## config.mk

```make
export PLATFORM = sky130hd
export DESIGN_NAME = adc_avg_sequencer
export DESIGN_NICKNAME = d
export VERILOG_FILES = /design/src/rtl/adc_avg_sequencer.sv
export SDC_FILE = /design/constraint.sdc
export NUM_CORES = 1
export LEC_CHECK = 0
export ABC_AREA = 1
export CAP_MARGIN = 20
export CORE_ASPECT_RATIO = 0.8
export CORE_MARGIN = 10
export CORE_UTILIZATION = 24
export CTS_CLUSTER_SIZE = 14
export DETAILED_ROUTE_END_ITERATION = 16
export PLACE_DENSITY = 0.45
export SYNTH_ARGS = -nofsm -noshare
export SYNTH_HDL_FRONTEND = slang
export SYNTH_SLANG_ARGS = --single-unit
```

## constraint.sdc

```tcl
create_clock -name divided_clock -period 3.85 [get_ports divided_clock]
set_clock_uncertainty 0.1 [all_clocks]
set_input_delay 0.9625 -clock divided_clock [delete_from_list [all_inputs] [get_ports divided_clock]]
set_output_delay 0.9625 -clock divided_clock [all_outputs]
set_load 0.03 [all_outputs]
```

## src/rtl/adc_avg_sequencer.sv

```systemverilog
// Burst/averaging conversion sequencer between the start request, the ADC core and the output FIFO.
// Optional conversion watchdog enabled by defining ADC_SEQ_TIMEOUT_EN.
module adc_avg_sequencer #(
    parameter int DATA_W         = 8,
    parameter int MAX_LOG2_AVG   = 4,
    parameter int TIMEOUT_CYCLES = 1024
) (
    input  logic              divided_clock,
    input  logic              ADC_CTRL_RESETN,
    input  logic              start_level,
    input  logic [2:0]        avg_log2,
    input  logic [7:0]        burst_len,
    output logic              adc_start,
    input  logic              adc_busy,
    input  logic [DATA_W-1:0] adc_value,
    input  logic              adc_valid,
    output logic [DATA_W-1:0] fifo_data,
    output logic              fifo_wr,
    input  logic              fifo_full,
    output logic              seq_busy,
    output logic [7:0]        drop_count,
    output logic              timeout_flag
);
    localparam int ACC_W = DATA_W + MAX_LOG2_AVG;
    localparam int CNT_W = MAX_LOG2_AVG + 1;

    typedef enum logic [1:0] {S_IDLE, S_ISSUE, S_WAIT_VALID, S_OUTPUT} state_e;

    state_e            state_q, state_d;
    logic              start_q;
    logic [2:0]        n_q, n_d;
    logic [7:0]        burst_q, burst_d;
    logic [ACC_W-1:0]  acc_q, acc_d;
    logic [CNT_W-1:0]  sample_cnt_q, sample_cnt_d;
    logic [7:0]        result_cnt_q, result_cnt_d;
    logic              adc_start_q, seq_busy_q;
    logic              fifo_wr_q, fifo_wr_d;
    logic [DATA_W-1:0] fifo_data_q, fifo_data_d;
    logic [7:0]        drop_cnt_q, drop_cnt_d;
    logic              timeout_q, timeout_d;
    logic              start_edge;
    logic              watchdog_expired;
    logic [CNT_W-1:0]  samples_needed;
    logic [ACC_W-1:0]  round_sum;
    logic [DATA_W-1:0] result;

    assign start_edge     = start_level & ~start_q;
    assign samples_needed = CNT_W'(1) << n_q;
    // Round-to-nearest: add half an LSB of the shifted result before dividing.
    assign round_sum      = acc_q + ((n_q == 3'd0) ? '0 : (ACC_W'(1) << (n_q - 3'd1)));
    assign result         = DATA_W'(round_sum >> n_q);

`ifdef ADC_SEQ_TIMEOUT_EN
    localparam int WD_W = $clog2(TIMEOUT_CYCLES + 1);
    logic [WD_W-1:0] wd_q, wd_d;

    // Counts consecutive stalled cycles; any handshake progress restarts it.
    always_comb begin
        wd_d             = '0;
        watchdog_expired = 1'b0;
        if ((state_q == S_ISSUE && !adc_busy) || (state_q == S_WAIT_VALID && !adc_valid)) begin
            wd_d             = wd_q + WD_W'(1);
            watchdog_expired = (wd_q == WD_W'(TIMEOUT_CYCLES - 1));
        end
    end

    always_ff @(posedge divided_clock or negedge ADC_CTRL_RESETN) begin
        if (!ADC_CTRL_RESETN) wd_q <= '0;
        else                  wd_q <= wd_d;
    end
`else
    assign watchdog_expired = 1'b0;
`endif

    always_comb begin
        state_d      = state_q;
        n_d          = n_q;
        burst_d      = burst_q;
        acc_d        = acc_q;
        sample_cnt_d = sample_cnt_q;
        result_cnt_d = result_cnt_q;
        fifo_wr_d    = 1'b0;
        fifo_data_d  = fifo_data_q;
        drop_cnt_d   = drop_cnt_q;
        timeout_d    = timeout_q;
        case (state_q)
            S_IDLE: begin
                if (start_edge) begin
                    state_d      = S_ISSUE;
                    n_d          = (avg_log2 > 3'(MAX_LOG2_AVG)) ? 3'(MAX_LOG2_AVG) : avg_log2;
                    burst_d      = burst_len;
                    acc_d        = '0;
                    sample_cnt_d = '0;
                    result_cnt_d = '0;
                end
            end
            S_ISSUE: begin
                if (adc_busy) state_d = S_WAIT_VALID;
            end
            S_WAIT_VALID: begin
                if (adc_valid) begin
                    acc_d        = acc_q + ACC_W'(adc_value);
                    sample_cnt_d = sample_cnt_q + CNT_W'(1);
                    state_d      = (sample_cnt_d == samples_needed) ? S_OUTPUT : S_ISSUE;
                end
            end
            S_OUTPUT: begin
                if (!fifo_full) begin
                    fifo_wr_d   = 1'b1;
                    fifo_data_d = result;
                end else if (drop_cnt_q != 8'hFF) begin
                    drop_cnt_d = drop_cnt_q + 8'd1;
                end
                result_cnt_d = result_cnt_q + 8'd1;
                acc_d        = '0;
                sample_cnt_d = '0;
                if (burst_q != 8'd0) state_d = (result_cnt_d == burst_q) ? S_IDLE : S_ISSUE;
                else                 state_d = start_level ? S_ISSUE : S_IDLE;
            end
            default: state_d = S_IDLE;
        endcase
        // A stalled conversion abandons the whole run, including the partial sum.
        if (watchdog_expired) begin
            state_d      = S_IDLE;
            acc_d        = '0;
            sample_cnt_d = '0;
            timeout_d    = 1'b1;
        end
    end

    always_ff @(posedge divided_clock or negedge ADC_CTRL_RESETN) begin
        if (!ADC_CTRL_RESETN) begin
            state_q      <= S_IDLE;
            start_q      <= 1'b0;
            n_q          <= '0;
            burst_q      <= '0;
            acc_q        <= '0;
            sample_cnt_q <= '0;
            result_cnt_q <= '0;
            adc_start_q  <= 1'b0;
            seq_busy_q   <= 1'b0;
            fifo_wr_q    <= 1'b0;
            fifo_data_q  <= '0;
            drop_cnt_q   <= '0;
            timeout_q    <= 1'b0;
        end else begin
            state_q      <= state_d;
            start_q      <= start_level;
            n_q          <= n_d;
            burst_q      <= burst_d;
            acc_q        <= acc_d;
            sample_cnt_q <= sample_cnt_d;
            result_cnt_q <= result_cnt_d;
            adc_start_q  <= (state_d == S_ISSUE);
            seq_busy_q   <= (state_d != S_IDLE);
            fifo_wr_q    <= fifo_wr_d;
            fifo_data_q  <= fifo_data_d;
            drop_cnt_q   <= drop_cnt_d;
            timeout_q    <= timeout_d;
        end
    end

    assign adc_start    = adc_start_q;
    assign seq_busy     = seq_busy_q;
    assign fifo_wr      = fifo_wr_q;
    assign fifo_data    = fifo_data_q;
    assign drop_count   = drop_cnt_q;
    assign timeout_flag = timeout_q;

endmodule
```

==> results of run 1 <==
-- logic make-up after synthesis --
family          Yosys count  share of synthesized area
compound gates           69                     0.1056
xor+xnor                 19                    0.04130
fa+ha+maj                21                    0.06894
buf+inv                  90                    0.08882
flops                    58                     0.3602
other cells               1                  0.0009308
simple gates            298                     0.3342
-- final timing paths --
check,from,endpoint,slack (ps),depth (start not counted)
setup reg to reg,n_q[1],fifo_data[5],990,16
max in group asynchronous,ADC_CTRL_RESETN,burst_q[1],2490,2
hold / removal,fifo_data[2],fifo_data[2],390,2
setup / recovery,n_q[1],fifo_data[5],990,16
hold reg to reg,fifo_data[2],fifo_data[2],390,2
min in group asynchronous,ADC_CTRL_RESETN,acc_q[5],560,1
-- per-layer routing --
layer,GRT usage,part of all wire
met3,0.03264,0.050
met2,0.1620,0.45
met4,0.02898,0.012
met1,0.1396,0.49
met5,0,0
-- through the flow --
step | hold WS [ps] | instance area (um2)
floorplan | 368.1 | 4033
global placement | 377.4 | 4702
detailed placement | 379.9 | 4702
CTS | 394.4 | 5031
global route | 415.0 | 5059
finish | 386.4 | 5059
-- layout make-up --
type | instances | area [um2] | share of cell area
Sequential cell | 58 | 1451 | 0.2869
Multi-Input combinational cell | 409 | 2223 | 0.4395
Clock buffer | 10 | 239.0 | 0.04724
Clock inverter | 6 | 90.09 | 0.01781
Inverter | 79 | 296.5 | 0.05862
Timing Repair Buffer | 48 | 483.0 | 0.09547
Tap cell | 220 | 275.3 | 0.05442
-- cells in the mapped netlist (all sizes together) --
master,n
nand2,158
inv,78
nand3,75
dfrtp,58
nor2,46
o21ai,26
a21oi,21
ha,19
nand4,13
xor2,11
buf,10
xnor2,8
o22ai,6
a22o,4
a21o,2
a31oi,2
fa,2
nand3b,2
nor3,2
o31ai,2
a21boi,1
a221oi,1
a31o,1
clkbuf,1
clkinv,1
conb,1
nor4,1
o211ai,1
o21a,1
o221ai,1
or2,1
-- worst max-delay path, stage by stage, from the launching register on --
cell	delay [ps]
dfrtp_1	580
inv_2	190
nand2_1	140
nor2_2	70
ha_1	270
fa_1	420
nand2_1	90
nand3_2	100
nand3_1	120
nand2_2	80
nand2_1	90
nand3_1	110
nand3_1	150
nand3_1	90
nand3b_1	90
nand2_1	50
inv_1	40
-- power by group through the flow --
stage	combinational, W	sequential [W]	clock [W]
2_1_floorplan	0.00119	0.00108	0
3_3_place_gp	0.00176	0.00105	0
3_5_place_dp	0.00175	0.00105	0
4_1_cts	0.00176	0.00104	0.000920
5_1_grt	0.00198	0.00108	0.000943
6_report	0.00175	0.00104	0.000890
-- registers in the layout, indices dropped and copies added, names as in the netlist --
| name | cells |
|---|---|
| result_cnt_q | 8 |
| fifo_wr | 1 |
| drop_count | 8 |
| adc_start | 1 |
| state_q | 2 |
| fifo_data | 8 |
| seq_busy | 1 |
| sample_cnt_q | 5 |
| burst_q | 8 |
| n_q | 3 |
| acc_q | 12 |
| start_q | 1 |
==> flow_summary.toml, run 1 <==
[run_status]
status = "finished clean"

[pwr]
power_frac_comb = 0.476
ir_drop_uv = 232.4
sw_frac_of_total = 0.4456
intPower_w = 0.002039
power.leakage_nw = 2.492
power.switching_w = 0.001639
fin_total_pwr_w = 0.003678
pwr-share-seq = 0.282
clockPowerShare = 0.242
p_per_area_nw_per_um2 = 727.2

[layout]
drive_above_1_share = 0.1000
final_cell_mix = "nand2_1 (151), inv_1 (71), nand3_1 (67), dfrtp_1 (58), clkdlybuf4s50_1 (42)"
final_common_cell = "nand2_1"
diodes = 0
layout.nets = 651
fin_util = 0.3066
area_growth_pct = 25.56
instances_no_fill = 830
fillers = 1783

[sta]
hold_viol = 0
period_needed_ps = 2863
slew-limit-headroom = 0.5462
tns_ps = 0
rsz0062_at_grt = "false"
fin_crit_sh = 0.7435
finalWorstSetupSlack_ps = 987.4
slew_viol_final = 0
worst_pin_slew_ps = 680.6
fmax_mhz = 349.3
finalSetupViolCount = 0

[detailed_routing]
drc = 0
ant_nets = 0
routed_wirelength_mm = 11.32
wl_per_cell_um = 13.64
first_pass_iters = 5
vias_per_cell = 4.494
num_vias = 3730
drt_iter0_markers = 231

[critical_path]
worstSetupPathType = "reg2reg"
critPathArrivalTime_ps = 3040
start_kind = "flop"
critPathMaxFanout = 12
cp-end-kind = "flop"
worstPathRequired_ps = 4020

[clock_tree]
post-cts-setup-buffer-count = 0
clk_path_buf_depth = 2
post_cts_resized = 0
cts_root_buf = "clkbuf_16"
insertion_delay_ps = 340
cts_made_buffers = 9
clk_pin_slew_ps = 60
htreeDepth = 3
cts-hold-fix-buffers = 0
tritoncts = "yes"
cts_sinks = 58

[placed_design]
io_buffers = 43
place_inst = 813
place_ws_ps = 913.5
hpwl_mm = 8.868
gp_congestion = 0.8685

[global_routing]
grt_pass1_wl_mm = 18.89
grt_max_degree = 46
grt-ovfl-total = 0
grt_pass1_vias = 3749
grt_use_total = 0.1054
grt_antenna_before_repair = 0

[logic_synthesis]
synthTopCellsByArea = "dfrtp_1 (36%), nand2_1 (14%), nand3_1 (8.3%)"
post-synth-top-area-cell = "dfrtp_1"
synthCells = 556
synth_top_area_frac = 0.3602
synth_seq_cells = 58
synth_area_per_cell_um2 = 7.246
post_synth_num_cell_types = 41
ys_seq_area_frac = 0.3602
yosys_warnings = 0
syn_area_um2 = 4029

[floorplanning]
start_util = 0.2442
die_h_um = 135.9
io_pins = 45
die_w_um = 164.9
die-area_um2 = 22400
coreArea_um2 = 16500
rows = 42

[hold_path]
hold_path.class = "reg2reg"

[run]
drv_cap = 0
Power figures use the tool's default switching activity.
==> inputs of run 2 (changes only) <==
==> constraint.sdc (replaced) <==
create_clock -name divided_clock -period 2.7 [get_ports divided_clock]
set_clock_uncertainty 0.1 [all_clocks]
set_input_delay 0.675 -clock divided_clock [delete_from_list [all_inputs] [get_ports divided_clock]]
set_output_delay 0.675 -clock divided_clock [all_outputs]
set_load 0.03 [all_outputs]
==> flow_summary.toml, run 2 (synthesis results as in run 1) <==
[pwr]
p_per_area_nw_per_um2 = 1017
power.leakage_nw = 2.524
clockPowerShare = 0.213
pwr-share-seq = 0.275
sw_frac_of_total = 0.4442
power_frac_comb = 0.512
ir_drop_uv = 332.1
power.switching_w = 0.002307
intPower_w = 0.002887

[floorplanning]
io_pins = 45
die_h_um = 135.9
die-area_um2 = 22400
rows = 42
coreArea_um2 = 16500
die_w_um = 164.9
start_util = 0.2442

[sta]
slew_viol_final = 0
period_needed_ps = 2439
finalSetupViolCount = 0
fmax_mhz = 410.1
tns_ps = 0
rsz0062_at_grt = "false"
fin_crit_sh = 0.9032
worst_pin_slew_ps = 586.4
hold_viol = 0
holdWs_ps = 246.2
slew-limit-headroom = 0.6090

[detailed_routing]
ant_nets = 0
num_vias = 3731
drc = 0
routed_wirelength_mm = 11.02
drt_iter0_markers = 185
wl_per_cell_um = 13.11
first_pass_iters = 5
vias_per_cell = 4.436

[critical_path]
critPathLaunch = "n_q[0]"
start_kind = "flop"
worstPathCellList = "nand2_1 -> nor2_2 -> ha_1 -> fa_1 -> nand2_1 -> nand3_2 -> nand3b_1 -> nand3_1 -> nand3_1 -> nand3_1 -> nand3_1 -> nand3_1 -> nand2_1 -> nand2_1"
critPathMaxFanout = 6
path_buf_inv = 0
cp-end-kind = "flop"
critical_path.top_delay_family = "simple AND/OR/NAND/NOR gates"
worstPathRequired_ps = 2810
worstSetupPathType = "reg2reg"
crit_top_cell = "nand3_1"
r2r-start = "n_q[0]"
critPathArrivalTime_ps = 2550
slowest_delay_ps = 440
cp_slowest_cell = "dfrtp_2"

[global_routing]
grt_pass1_wl_mm = 18.91
grt-ovfl-total = 0
grt_use_total = 0.1043
grt_max_degree = 36
grt_antenna_before_repair = 0
grt_pass1_vias = 3839

[placed_design]
hpwl_mm = 8.895
place_inst = 823
dpl_cell_area_um2 = 4790
io_buffers = 43
gp_congestion = 0.8554

[clock_tree]
clk_path_buf_depth = 2
cts_root_buf = "clkbuf_16"
cts_sinks = 58
clk_pin_slew_ps = 50
cts_made_buffers = 9
htreeDepth = 3
insertion_delay_ps = 330
cts-hold-fix-buffers = 0
tritoncts = "yes"

[layout]
multiInputGateArea_um2 = 2235
drive_above_1_share = 0.1224
final_cell_area_um2 = 5105
diodes = 0
instances_no_fill = 841
fillers = 1802
layout.nets = 662
largest_reg_flops = 12
final_cell_mix = "nand2_1 (150), inv_1 (71), nand3_1 (66), dfrtp_1 (56), clkdlybuf4s50_1 (42)"
regArea_um2 = 1454
final_common_cell = "nand2_1"
largest-register = "acc_q"
area_growth_pct = 26.71

[hold_path]
hold_path.class = "in2async"

[run_status]
status = "finished clean"

[run]
drv_cap = 0
## run 2: what timing repair did
action,4_1_cts,5_1_grt
endpoints found under the setup margin,0,8
gates resized for setup,0,5
setup buffers,0,2
## run 2: per-stage QoR
stage	worst slack, ps	total power (W)	utilization
6_report	261.4	0.005194	0.3094
5_1_grt	22.44	0.005707	0.3094
4_1_cts	139.2	0.005237	0.3076
3_5_place_dp	58.64	0.004090	0.2903
3_3_place_gp	50.04	0.004060	0.2903
2_1_floorplan	453.9	0.003239	-
## run 2: worst paths after layout
kind | end | slack [ps] | cells past startpoint
setup / recovery | fifo_data[4] | 260 | 14
hold / removal | acc_q[5] | 250 | 1
setup reg to reg | fifo_data[4] | 260 | 14
hold reg to reg | fifo_data[2] | 380 | 2
max in group asynchronous | n_q[2] | 1620 | 2
min in group divided_clock | fifo_data[2] | 380 | 2
## run 2: cell type report
cell class	count	share of cell area
Clock buffer	10	0.04485
Clock inverter	6	0.01127
Inverter	79	0.05809
Multi-Input combinational cell	409	0.4377
Sequential cell	58	0.2848
Tap cell	220	0.05392
Timing Repair Buffer	59	0.1093
## run 2: per-layer routing
| layer | share of wire | vias to the layer above | routed length, um | GRT usage |
|---|---|---|---|---|
| li1 | - | 1942 | - | - |
| met1 | 0.48 | 1697 | 5340 | 0.1362 |
| met5 | 0 | - | 0 | 0 |
| met4 | 0.011 | 0 | 124 | 0.02800 |
| met3 | 0.049 | 10 | 543 | 0.02780 |
| met2 | 0.45 | 82 | 5013 | 0.1663 |
## run 2: power groups by stage
stage                     sequential (W)  combinational [W]  clock, W
final                            0.00143            0.00266   0.00111
after global routing             0.00148            0.00304   0.00119
after CTS                        0.00143            0.00266   0.00115
after detailed placement         0.00145            0.00264         0
after global placement           0.00144            0.00262         0
after floorplan                  0.00154            0.00170         0
